`config.mk`:
```
export PLATFORM = sky130hd
export DESIGN_NAME = sequencer_adc_sample_avg_flat
export DESIGN_NICKNAME = d
export VERILOG_FILES = /design/src/rtl/sequencer_adc_sample_avg_if.sv /design/src/rtl/sequencer_adc_sample_avg.sv /design/src/flat_wrapper.sv
export SDC_FILE = /design/constraint.sdc
export NUM_CORES = 1
export LEC_CHECK = 0
export CAP_MARGIN = 20
export CORE_MARGIN = 5
export CORE_UTILIZATION = 57
export CTS_CLUSTER_SIZE = 24
export DETAILED_ROUTE_END_ITERATION = 7
export PLACE_DENSITY = 0.83
export SETUP_SLACK_MARGIN = 0.02
export SYNTH_ARGS = -nofsm -noshare
export SYNTH_HDL_FRONTEND = slang
export SYNTH_SLANG_ARGS = --single-unit
```
`constraint.sdc`:
```
create_clock -name clock -period 6.1 [get_ports clock]
set_input_delay 1.22 -clock clock [delete_from_list [all_inputs] [get_ports clock]]
set_output_delay 1.22 -clock clock [all_outputs]
set_load 0.005 [all_outputs]
```
`src/rtl/sequencer_adc_sample_avg_if.sv`:
```
// Sample stream from the Modular ADC sequencer plus the averaged per-rail view
// that is handed to the voltage-monitor decoder.
interface sequencer_adc_sample_avg_if #(
    parameter int DATA_WIDTH = 12,
    parameter int VRAILS     = 6
);
    localparam int RAIL_W = (VRAILS > 0) ? $clog2(VRAILS + 1) : 1;

    logic                             adc_valid;
    logic [4:0]                       adc_channel;
    logic [DATA_WIDTH-1:0]            adc_data;
    logic                             flush;
    logic                             avg_valid;
    logic [RAIL_W-1:0]                avg_rail;
    logic [DATA_WIDTH-1:0]            avg_data;
    logic [(VRAILS+1)*DATA_WIDTH-1:0] vrail_level;
    logic [VRAILS:0]                  vrail_fresh;
    logic [VRAILS:0]                  vrail_stale;
    logic                             chan_err;

    modport master (
        output adc_valid, adc_channel, adc_data, flush,
        input  avg_valid, avg_rail, avg_data, vrail_level, vrail_fresh, vrail_stale, chan_err
    );

    modport slave (
        input  adc_valid, adc_channel, adc_data, flush,
        output avg_valid, avg_rail, avg_data, vrail_level, vrail_fresh, vrail_stale, chan_err
    );
endinterface

```
`src/rtl/sequencer_adc_sample_avg.sv`:
```
// Maps physical ADC channels onto logical rails, boxcar-averages 2^AVG_LOG2
// samples per rail and tracks per-rail freshness/staleness.
module sequencer_adc_sample_avg #(
    parameter int ADC_CHANNELS = 9,
    parameter int VRAILS       = 6,
    parameter int DATA_WIDTH   = 12,
    parameter int AVG_LOG2     = 2,
    parameter int STALE_CYCLES = 4096,
    parameter int CHAN_MAP [0:ADC_CHANNELS-1] = '{199, 0, 1, 2, 3, 4, 5, 199, 6}
) (
    input  logic                      clock,
    input  logic                      reset,
    sequencer_adc_sample_avg_if.slave bus
);
    localparam int RAIL_W  = (VRAILS > 0) ? $clog2(VRAILS + 1) : 1;
    localparam int ACC_W   = DATA_WIDTH + AVG_LOG2;
    localparam int CNT_W   = (AVG_LOG2 > 0) ? AVG_LOG2 : 1;
    localparam int STALE_W = $clog2(STALE_CYCLES + 1);
    localparam logic [CNT_W-1:0]   CNT_LAST  = CNT_W'((1 << AVG_LOG2) - 1);
    localparam logic [STALE_W-1:0] STALE_MAX = STALE_W'(STALE_CYCLES);

    logic                             in_range;
    logic                             map_ok;
    logic                             accept;
    logic                             complete;
    logic [RAIL_W-1:0]                map_rail;
    logic [(VRAILS+1)*ACC_W-1:0]      acc_flat;
    logic [VRAILS:0]                  cnt_last;
    logic [ACC_W-1:0]                 acc_sel;
    logic [ACC_W-1:0]                 sum_sel;
    logic [DATA_WIDTH-1:0]            avg_sel;
    logic [(VRAILS+1)*DATA_WIDTH-1:0] level_flat;
    logic [VRAILS:0]                  fresh_vec;
    logic [VRAILS:0]                  stale_vec;

    logic                             avg_valid_reg;
    logic [RAIL_W-1:0]                avg_rail_reg;
    logic [DATA_WIDTH-1:0]            avg_data_reg;
    logic                             chan_err_reg;

    always_comb begin
        map_ok   = 1'b0;
        map_rail = '0;
        for (int c = 0; c < ADC_CHANNELS; c++) begin
            if (int'(bus.adc_channel) == c && CHAN_MAP[c] >= 0 && CHAN_MAP[c] <= VRAILS) begin
                map_ok   = 1'b1;
                map_rail = RAIL_W'(CHAN_MAP[c]);
            end
        end
    end

    // Only one rail can take a sample per cycle, so a single shared adder serves all rails.
    assign in_range = int'(bus.adc_channel) < ADC_CHANNELS;
    assign accept   = bus.adc_valid & ~bus.flush & in_range & map_ok;
    assign acc_sel  = acc_flat[map_rail*ACC_W +: ACC_W];
    assign sum_sel  = acc_sel + ACC_W'(bus.adc_data);
    assign avg_sel  = DATA_WIDTH'(sum_sel >> AVG_LOG2);
    assign complete = accept & cnt_last[map_rail];

    for (genvar gi = 0; gi <= VRAILS; gi++) begin : g_rail
        logic [ACC_W-1:0]      acc_reg;
        logic [CNT_W-1:0]      cnt_reg;
        logic [STALE_W-1:0]    stale_reg;
        logic [DATA_WIDTH-1:0] level_reg;
        logic                  fresh_reg;
        logic                  hit;
        logic                  done;

        assign hit          = accept && (map_rail == RAIL_W'(gi));
        assign done         = hit && cnt_last[gi];
        assign cnt_last[gi] = (cnt_reg == CNT_LAST);
        assign acc_flat[gi*ACC_W +: ACC_W] = acc_reg;

        always_ff @(posedge clock) begin
            if (reset) begin
                acc_reg   <= '0;
                cnt_reg   <= '0;
                stale_reg <= '0;
                level_reg <= '0;
                fresh_reg <= 1'b0;
            end else begin
                if (bus.flush) begin
                    acc_reg <= '0;
                    cnt_reg <= '0;
                end else if (hit) begin
                    if (cnt_last[gi]) begin
                        acc_reg <= '0;
                        cnt_reg <= '0;
                    end else begin
                        acc_reg <= sum_sel;
                        cnt_reg <= cnt_reg + 1'b1;
                    end
                end
                // Only a completed average proves the rail alive; partial samples do not.
                if (done) begin
                    level_reg <= avg_sel;
                    fresh_reg <= 1'b1;
                    stale_reg <= '0;
                end else if (stale_reg != STALE_MAX) begin
                    stale_reg <= stale_reg + 1'b1;
                end
            end
        end

        assign level_flat[gi*DATA_WIDTH +: DATA_WIDTH] = level_reg;
        assign fresh_vec[gi] = fresh_reg;
        assign stale_vec[gi] = (stale_reg == STALE_MAX);
    end

    always_ff @(posedge clock) begin
        if (reset) begin
            avg_valid_reg <= 1'b0;
            avg_rail_reg  <= '0;
            avg_data_reg  <= '0;
            chan_err_reg  <= 1'b0;
        end else begin
            avg_valid_reg <= complete;
            if (complete) begin
                avg_rail_reg <= map_rail;
                avg_data_reg <= avg_sel;
            end
            if (bus.adc_valid && !in_range) begin
                chan_err_reg <= 1'b1;
            end
        end
    end

    assign bus.avg_valid   = avg_valid_reg;
    assign bus.avg_rail    = avg_rail_reg;
    assign bus.avg_data    = avg_data_reg;
    assign bus.vrail_level = level_flat;
    assign bus.vrail_fresh = fresh_vec;
    assign bus.vrail_stale = stale_vec;
    assign bus.chan_err    = chan_err_reg;
endmodule

```
`src/flat_wrapper.sv`:
```
// flat-port wrapper written by rule: the top's interface ports become plain ports
module sequencer_adc_sample_avg_flat 
#(
    parameter int ADC_CHANNELS = 9,
    parameter int VRAILS       = 6,
    parameter int DATA_WIDTH   = 12,
    parameter int AVG_LOG2     = 2,
    parameter int STALE_CYCLES = 4096,
    parameter int CHAN_MAP [0:ADC_CHANNELS-1] = '{199, 0, 1, 2, 3, 4, 5, 199, 6}
)
  (clock, reset, bus_adc_valid, bus_adc_channel, bus_adc_data, bus_flush, bus_avg_valid, bus_avg_rail, bus_avg_data, bus_vrail_level, bus_vrail_fresh, bus_vrail_stale, bus_chan_err);
  sequencer_adc_sample_avg_if #(.DATA_WIDTH(DATA_WIDTH), .VRAILS(VRAILS)) bus_i ();
  input  logic clock;
  input  logic reset;
  input wire logic [$bits(bus_i.adc_valid)-1:0] bus_adc_valid;
  input wire logic [$bits(bus_i.adc_channel)-1:0] bus_adc_channel;
  input wire logic [$bits(bus_i.adc_data)-1:0] bus_adc_data;
  input wire logic [$bits(bus_i.flush)-1:0] bus_flush;
  output wire logic [$bits(bus_i.avg_valid)-1:0] bus_avg_valid;
  output wire logic [$bits(bus_i.avg_rail)-1:0] bus_avg_rail;
  output wire logic [$bits(bus_i.avg_data)-1:0] bus_avg_data;
  output wire logic [$bits(bus_i.vrail_level)-1:0] bus_vrail_level;
  output wire logic [$bits(bus_i.vrail_fresh)-1:0] bus_vrail_fresh;
  output wire logic [$bits(bus_i.vrail_stale)-1:0] bus_vrail_stale;
  output wire logic [$bits(bus_i.chan_err)-1:0] bus_chan_err;
  assign bus_i.adc_valid = bus_adc_valid;
  assign bus_i.adc_channel = bus_adc_channel;
  assign bus_i.adc_data = bus_adc_data;
  assign bus_i.flush = bus_flush;
  assign bus_avg_valid = bus_i.avg_valid;
  assign bus_avg_rail = bus_i.avg_rail;
  assign bus_avg_data = bus_i.avg_data;
  assign bus_vrail_level = bus_i.vrail_level;
  assign bus_vrail_fresh = bus_i.vrail_fresh;
  assign bus_vrail_stale = bus_i.vrail_stale;
  assign bus_chan_err = bus_i.chan_err;
  sequencer_adc_sample_avg #(.ADC_CHANNELS(ADC_CHANNELS), .VRAILS(VRAILS), .DATA_WIDTH(DATA_WIDTH), .AVG_LOG2(AVG_LOG2), .STALE_CYCLES(STALE_CYCLES), .CHAN_MAP(CHAN_MAP)) u_core (.clock(clock), .reset(reset), .bus(bus_i));
endmodule
```
Word level (Yosys, flattened, before mapping)
Index checks and enable logic that the tools add are counted.

storage, ports and cells
  input port bits = 21
  register bits after elaboration = 311
  word-level logic and storage cells = 151
  output and inout port bits = 115

cells by class
  reductions and logical operators = 25
  bitwise operators = 5
  equality and inequality tests = 34
  shifts and indexed selects = 1
  mux-type cells = 29
  add/subtract/negate cells = 15
  $mul = 1
  $lt $le $gt $ge = 2

operator list
  kind                                                         number
  two-way mux 14 bit                                           7
  indexed part select 98 x 8 -> 14 bit                         1
  adder 13 x 1 -> 13 bit (second input constant)               7
  == test 13 bit (second input constant)                       7
  != test 13 bit (second input constant)                       7
  OR reduction 2 bit                                           8
  == test 5 x 4 -> 1 bit (second input constant)               3
  logical AND 1 bit                                            15
  two-way mux 3 bit                                            5
  adder 14 x 12 -> 14 bit                                      1
  adder 2 x 1 -> 2 bit (second input constant)                 7
  == test 2 bit (second input constant)                        7
  two-way mux 2 bit                                            7
  == test 5 x 3 -> 1 bit (second input constant)               2
  == test 3 bit (second input constant)                        3
  two-way mux 1 bit                                            9
  == test 3 x 2 -> 1 bit (second input constant)               2
  multiplier 3 x 3 -> 6 bit (second input constant)            1
  == test 5 x 2 -> 1 bit (second input constant)               1
  == test 5 bit (second input constant)                        1
  less-than comparator 5 x 4 -> 1 bit (second input constant)  1
  bitwise AND 1 bit                                            4
  less-than comparator 3 x 4 -> 1 bit (second input constant)  1
  binary-select mux 1 bit (select 3 bit)                       1
  other kinds (4)                                              4

Depth between registers and ports, before layout
Gate-level depths: netlist (run 1).

  word-level depth = 12
  depth in mapped cells = 18
  mapped depth without buffers = 14

Worst setup path after synthesis (run 1)
OpenSTA, ideal clock, no wires.

  path kind = input to register
  start point = input bus_adc_channel[1]
  end point = register u_core.g_rail[6].acc_reg[11]
  cell stages on the path = 17
  path slack = 1.063 ns
  data arrival time = 4.972 ns
  required time = 6.034 ns
  cells stage by stage = or3_1 > o22ai_4 > clkbuf_1 > buf_2 > mux2i_1 > o21ai_0 > nand2_1 > o21ai_0 > ha_1 > a2111oi_0 > o211ai_1 > a31o_2 > a21oi_1 > xnor2_1 > clkbuf_1 > a22oi_1 > nor2_1

between the ends
  cells in the longest elaborated chain, start to end = 11

ends and longest elaborated chain
  what                                  RTL line                        RTL
  from (decl)                           flat_wrapper.sv:16              input wire logic [$bits(bus_i.adc_channel)-1:0] bus_adc_channel;
  == test 5 x 3 -> 1 bit                sequencer_adc_sample_avg.sv:45  if (int'(bus.adc_channel) == c && CHAN_MAP[c] >= 0 && CHAN_MAP[c] <= VRAILS) begin
  two-way mux 1 bit                     sequencer_adc_sample_avg.sv:45
  two-way mux 3 bit (5 in a row)        sequencer_adc_sample_avg.sv:45
  multiplier 3 x 3 -> 6 bit             sequencer_adc_sample_avg.sv:55  assign acc_sel = acc_flat[map_rail*ACC_W +: ACC_W];
  indexed part select 98 x 8 -> 14 bit  sequencer_adc_sample_avg.sv:55
  adder 14 x 12 -> 14 bit               sequencer_adc_sample_avg.sv:56  assign sum_sel = acc_sel + ACC_W'(bus.adc_data);
  two-way mux 14 bit                    sequencer_adc_sample_avg.sv:86  if (cnt_last[gi]) begin
  to (signal assigned)                  sequencer_adc_sample_avg.sv:90  acc_reg <= sum_sel;
  to (decl)                             sequencer_adc_sample_avg.sv:61  logic [ACC_W-1:0] acc_reg;

Parallel ways exist; a longest one is shown, timed or not.
A chain may end at the register's enable or synchronous reset.

Final worst setup path (run 1)
  start point = input bus_adc_channel[2]
  end point = register u_core.g_rail[6].level_reg[7]

between the ends
  cells in the longest elaborated chain, start to end = 11

ends and longest elaborated chain
  what                                                              RTL line                        RTL
  branches (longest 11 deep; another with adder 14 x 12 -> 14 bit)  -
  to (signal assigned)                                              sequencer_adc_sample_avg.sv:96  level_reg <= avg_sel;
  to (decl)                                                         sequencer_adc_sample_avg.sv:64  logic [DATA_WIDTH-1:0] level_reg;

Several ways; the timed one is not identified.

==> run summary, run 1 <==
# DRC: 0
CTS Root Buffer Type: clkbuf_16
PwrDens: 262 nW/um^2
boundary pin count: 136
syn avg cell area: 8.28 sq um
Die H: 166 um
TNS Setup: 0 ns
worst-case clock buffer depth: 3
post-layout instance area: 16400 sq um
first-pass GRT wire length: 61.2 mm
GP Congestion: 0.945
Syn Nets: 1721
CP max-delay cell: o22a_1
Crit. End Element: flip-flop
Clock Skews: 0.0202 ns
Synth async-reset ratio: 0%
CP Cell Sequence: clkdlybuf4s50_1 > buf_4 > xnor2_2 > o22a_1 > nand2_1 > nand3_1 > o221ai_1 > o21ai_0 > ha_1 > a2111oi_0 > o211ai_1 > a31o_2 > a21oi_1 > xnor2_1 > buf_4 > nand2_1 > a21oi_1
highest metal used: met4
CP startpoint: bus_adc_channel[2]
Area growth syn-to-layout: 19.2%
final hold vios: 0
Worst Setup Start Kind: input pin
post-layout util: 68.4%
Hold Crit Class: flip-flop to flip-flop
CP Data Arrival Time: 5.65 ns
WHS: 0.455 ns
Nets: 1816
die area: 27400 sq um
Cells after Synth: 1666
max reg flops: 98
met1 WL: 15.7 mm
vias in the first global route: 12000
Setup Viol. Count Final: 0
largest net degree at the start of global routing: 87
Reg-to-Reg Start: u_core.g_rail[5].acc_reg[0]
RSZ-0062 raised after global routing: no
Yosys reg bits: 311
Worst Setup Path Type: input pin to flip-flop
core area: 24000 sq um
Detailed Route Iter0 Violations: 1305
Fill cells: 1854
GRT Total Usage: 27.6%
Worst-Margin Slew: 1.26 ns
# rows: 57
routed wire length: 39.1 mm
ys flop type: dfxtp_1
Skew-Pair Late Insertion Delay: 0.57 ns
reg-to-reg slack, setup: 2.78 ns
Sequential Area: 6230 sq um
Hold-fix buffers, CTS: 0
Slew headroom: 16.3%
metal2 WL: 18.1 mm
DR vias: 12500
Max Fclk: 194 MHz
Die W: 166 um
WP data required: 6.59 ns
hold path cells: 2
Reg clk slew, reported paths: 0.06 ns
Setup Buffers After CTS: 0
Pins Over Slew Limit: 0
total grt overflow: 0
Placed Area: 15400 sq um
Critical Path End: u_core.g_rail[6].level_reg[7]
layout cells sized above 1: 6.89%
Total Power: 4.31 mW
status: complete, no violations
Peak VDD IR: 0.210 mV
I/O Buffers: 135
multi-input logic area: 6980 sq um
EDFF count, synth: 0
initial core utilization: 57.4%
LEAKAGE: 6.09 nW
antenna violations before repair: 0
R2R cell count: 11
CP max FO: 14
DR WL/cell: 18.5 um
met3 wire len: 3.05 mm
minimum clock period: 5.16 ns
dpl hpwl: 26.2 mm
Sink Count: 311
YS warnings: 0
r2r endpoint: u_core.g_rail[6].level_reg[7]
Ant. Diodes: 0
register area share after synthesis: 45.2%
fin crit share: 84.6%
Via density: 5.94
CTS resizes: 0
CTS tree: done
max incr delay on CP: 0.60 ns
Max-cap violations: 0
DRT antenna net count: 0
total number of H-tree levels: 1
DR pass1 iterations: 6
Netlist cell types: 63
Cell Area, Synth: 13800 sq um
Num CTS Buffers: 31
cells by family after synthesis:
group	count (synthesis)	synth area share (%)
AND/OR/NAND/NOR	761	25.6
XOR/XNOR	90	5.77
AO/OA/AOI/OAI	287	13.2
flip-flops	311	45.2
adder cells (fa/ha/maj)	34	3.14
buffers and inverters	145	4.33
multiplexers	38	2.81
critical path, delay by kind of cell:
| kind | cells | cell delay, ns |
|---|---|---|
| AND/OR/NAND/NOR | 3 | 0.28 |
| AO/OA/AOI/OAI | 8 | 2.23 |
| adder cells (fa/ha/maj) | 1 | 0.31 |
| buffers and inverters | 3 | 0.94 |
| XOR/XNOR | 2 | 0.67 |
per-stage QoR:
step	setup slack (ns)	instances
6_report	0.937	2110
5_1_grt	0.562	2110
4_1_cts	1.03	2110
3_5_place_dp	0.501	2052
3_3_place_gp	0.653	2052
2_1_floorplan	1.06	1666
final cells by class:
type	instances	share of cell area [%]
Tap cell	324	2.47
Clock buffer	43	5.48
Inverter	34	0.776
Timing Repair Buffer	173	10.0
Multi-Input combinational cell	1210	42.4
Sequential cell	311	37.9
Clock inverter	15	0.959
metal layers:
metal / vias up / GRT usage (%)
li1: 5902 / -
met1: 5935 / 34.5
met2: 558 / 45.2
met3: 144 / 5.26
met4: 0 / 14.5
met5: - / 0
layout by cell type (no fill, tap or decap), types with 31 or more instances in the layout:
cell / synthesis / final
mux2i_1: 32 / 32
clkdlybuf4s50_1: 0 / 134
a22oi_1: 51 / 51
dfxtp_1: 311 / 311
clkbuf_16: 0 / 31
nand2_1: 202 / 202
ha_1: 33 / 33
nor2_1: 280 / 280
xor2_1: 57 / 57
nor3_1: 54 / 54
nand3_1: 80 / 80
o21ai_0: 44 / 44
inv_1: 34 / 34
a21oi_1: 124 / 124
xnor2_1: 32 / 32
buf_4: 9 / 38
Yosys cell counts, types with 11 or more instances:
cell      instances  share of area (%)
nand2_1         202                5.5
nor3b_1          23                1.3
o221ai_1         12               0.76
inv_1            34               0.93
xnor2_1          32                2.0
nor3_1           54                2.0
a22oi_1          51                2.8
and3_1           27                1.2
o21ai_0          44                1.6
or2_2            11               0.50
buf_2            15               0.54
ha_1             33                3.0
nand3_1          80                2.9
nor4b_1          16                1.0
a21oi_1         124                4.5
mux2i_1          32                2.3
nor2_1          280                7.6
clkbuf_1         84                2.3
dfxtp_1         311                 45
xor2_1           57                3.6
worst min path at each step:
stage	from	endpoint	slack, ns
floorplan	u_core.g_rail[6].acc_reg[12]	u_core.g_rail[6].acc_reg[12]	0.44
detailed placement	u_core.g_rail[2].level_reg[8]	u_core.g_rail[2].level_reg[8]	0.45
global route	u_core.g_rail[0].cnt_reg[1]	u_core.g_rail[0].cnt_reg[1]	0.47
global placement	u_core.g_rail[4].level_reg[3]	u_core.g_rail[4].level_reg[3]	0.44
finish	u_core.g_rail[4].level_reg[2]	u_core.g_rail[4].level_reg[2]	0.45
CTS	u_core.g_rail[4].level_reg[2]	u_core.g_rail[4].level_reg[2]	0.46
power by group:
group | switching [mW] | internal (mW)
clock | 0.800 | 1.16
sequential | 0.0165 | 2.04
combinational | 0.194 | 0.0984
Note: power is estimated with default switching activity, not from simulation.
==> run 2: changes to the inputs <==
CORE_UTILIZATION = 52   (was 57)
PLACE_DENSITY = 0.8   (was 0.83)
clock period = 4.2 ns   (was 6.1 ns; I/O delays follow)
==> run 2 against run 1 <==
Clock power up 43%. Core utilization decreased by 0.67 points. Sequential share of layout area fell by 2.6 points. Register-to-register slack lost 1.7 ns. Cell area increased by 7.4%. Die area increased by 9.0%. Largest cell class unchanged. Highest routed layer unchanged.
==> run summary, run 2 (synthesis gave the netlist of run 1 again) <==
Max-cap violations: 0
vias in the first global route: 12200
max reg flops: 98
multi-input logic area: 7260 sq um
Power Internal: 4.84 mW
DRT antenna net count: 0
Skew-Pair Late Insertion Delay: 0.57 ns
I/O Buffers: 135
P_sw: 1.52 mW
WP data required: 4.65 ns
DR vias: 12900
minimum clock period: 4.07 ns
total grt overflow: 0
Ant. Diodes: 0
CP Data Arrival Time: 4.52 ns
post-layout util: 67.7%
# DRC: 0
RSZ-0062 raised after global routing: no
Net Sw Frac: 23.9%
Area growth syn-to-layout: 28.0%
largest net degree at the start of global routing: 95
Slew headroom: 35.4%
post-placement setup slack: -0.681 ns
clock power share: 44.1%
Reg clk slew, reported paths: 0.06 ns
status: complete, no violations
Seq pwr share: 47.1%
Clock Skews: 0.0184 ns
Worst Setup Start Kind: input pin
boundary pin count: 136
DR pass1 iterations: 7
PwrDens: 360 nW/um^2
worst-case clock buffer depth: 3
dpl hpwl: 26.8 mm
Hold-fix buffers, CTS: 0
leading cell types in the layout, fill and taps excluded: dfxtp_1, nor2_1, nand2_1
fin crit share: 96.9%
Fill cells: 2016
GRT Total Usage: 24.8%
Hold Crit Class: flip-flop to flip-flop
Worst-Margin Slew: 0.969 ns
Worst Setup Path Type: input pin to flip-flop
Peak VDD IR: 0.417 mV
DR WL/cell: 18.2 um
Die H: 173 um
antenna violations before repair: 0
LEAKAGE: 6.74 nW
first-pass GRT wire length: 62.7 mm
CTS Root Buffer Type: clkbuf_16
die area: 29900 sq um
CTS tree: done
logic gate share of total power: 8.8%
# rows: 59
Detailed Route Iter0 Violations: 1204
initial core utilization: 52.9%
Nets: 1914
Die W: 173 um
Setup Viol. Count Final: 0
total number of H-tree levels: 1
Placed Area: 16100 sq um
routed wire length: 40.5 mm
Via density: 5.82
Pins Over Slew Limit: 0
commonest non-fill, non-tap cell in the layout: dfxtp_1
Total Power: 6.35 mW
core area: 26100 sq um
Sequential Area: 6230 sq um
final worst setup slack: 0.130 ns
layout cells sized above 1: 13.9%
CP max FO: 12
Crit. End Element: flip-flop
Max Fclk: 246 MHz
Num CTS Buffers: 31
final hold vios: 0
post-layout instance area: 17700 sq um
Sink Count: 311
GP Congestion: 0.911
==> run 2: power groups by stage <==
stage	combinational (mW)	sequential [mW]	clock [mW]
finish	0.558	2.99	2.80
global route	0.592	2.99	2.98
CTS	0.503	2.99	2.83
detailed placement	0.490	3.06	0
global placement	0.483	3.06	0
floorplan	0.266	3.05	0
==> run 2: final timing paths <==
kind	start	endpoint	slack, ns	depth (start not counted)
max	bus_adc_channel[0]	u_core.g_rail[2].acc_reg[13]	0.13	15
min	u_core.g_rail[4].level_reg[4]	u_core.g_rail[4].level_reg[4]	0.46	2
max reg2reg	u_core.g_rail[5].acc_reg[0]	u_core.g_rail[4].level_reg[10]	1.09	12
min reg2reg	u_core.g_rail[4].level_reg[4]	u_core.g_rail[4].level_reg[4]	0.46	2
==> run 2: final cells by class <==
class | instances | share of cell area (%)
well taps | 335 | 2.37
multi-input cells | 1210 | 41.1
inverters | 34 | 0.723
clock buffers | 45 | 5.20
flip-flops and latches | 311 | 35.3
clock inverters | 13 | 0.723
repair buffers | 271 | 14.6
==> run 2: timing repair <==
action,4_1_cts,5_1_grt
setup endpoints to repair,65,126
pin swaps,4,25
gates cloned,1,3
gates resized for setup,12,59
setup buffers,1,19
==> run 2: critical path, stage by stage <==
cell	delay, ns
dlygate4sd2_1	0.30
buf_4	0.19
or4b_1	0.55
buf_4	0.22
o221ai_1	0.31
o21ai_1	0.13
ha_1	0.36
nand2_1	0.09
o211ai_1	0.34
nand3_2	0.16
a221oi_4	0.36
buf_6	0.17
buf_6	0.12
nor3_1	0.05
a311o_1	0.34
==> run 2: routing by layer <==
metal / track usage [%] / up-vias / routed length, um
met3: 4.83 / 138 / 2980
li1: - / 6094 / -
met5: 0 / - / 0
met4: 11.8 / 0 / 2080
met1: 30.8 / 6131 / 16000
met2: 41.7 / 543 / 19400
==> run 2: through the flow <==
stage / hold slack, ns / setup TNS (ns) / instances
2_1_floorplan: 0.435 / 0 / 1666
3_3_place_gp: 0.443 / -56.61 / 2137
3_5_place_dp: 0.449 / -78.16 / 2137
4_1_cts: 0.457 / 0 / 2197
5_1_grt: 0.478 / 0 / 2219
6_report: 0.455 / 0 / 2219
==> run 3: changes to the inputs <==
SLEW_MARGIN = 5   (was default)
==> results of run 3 <==
The final DEF is identical to that of run 2; final timing and power are the same.
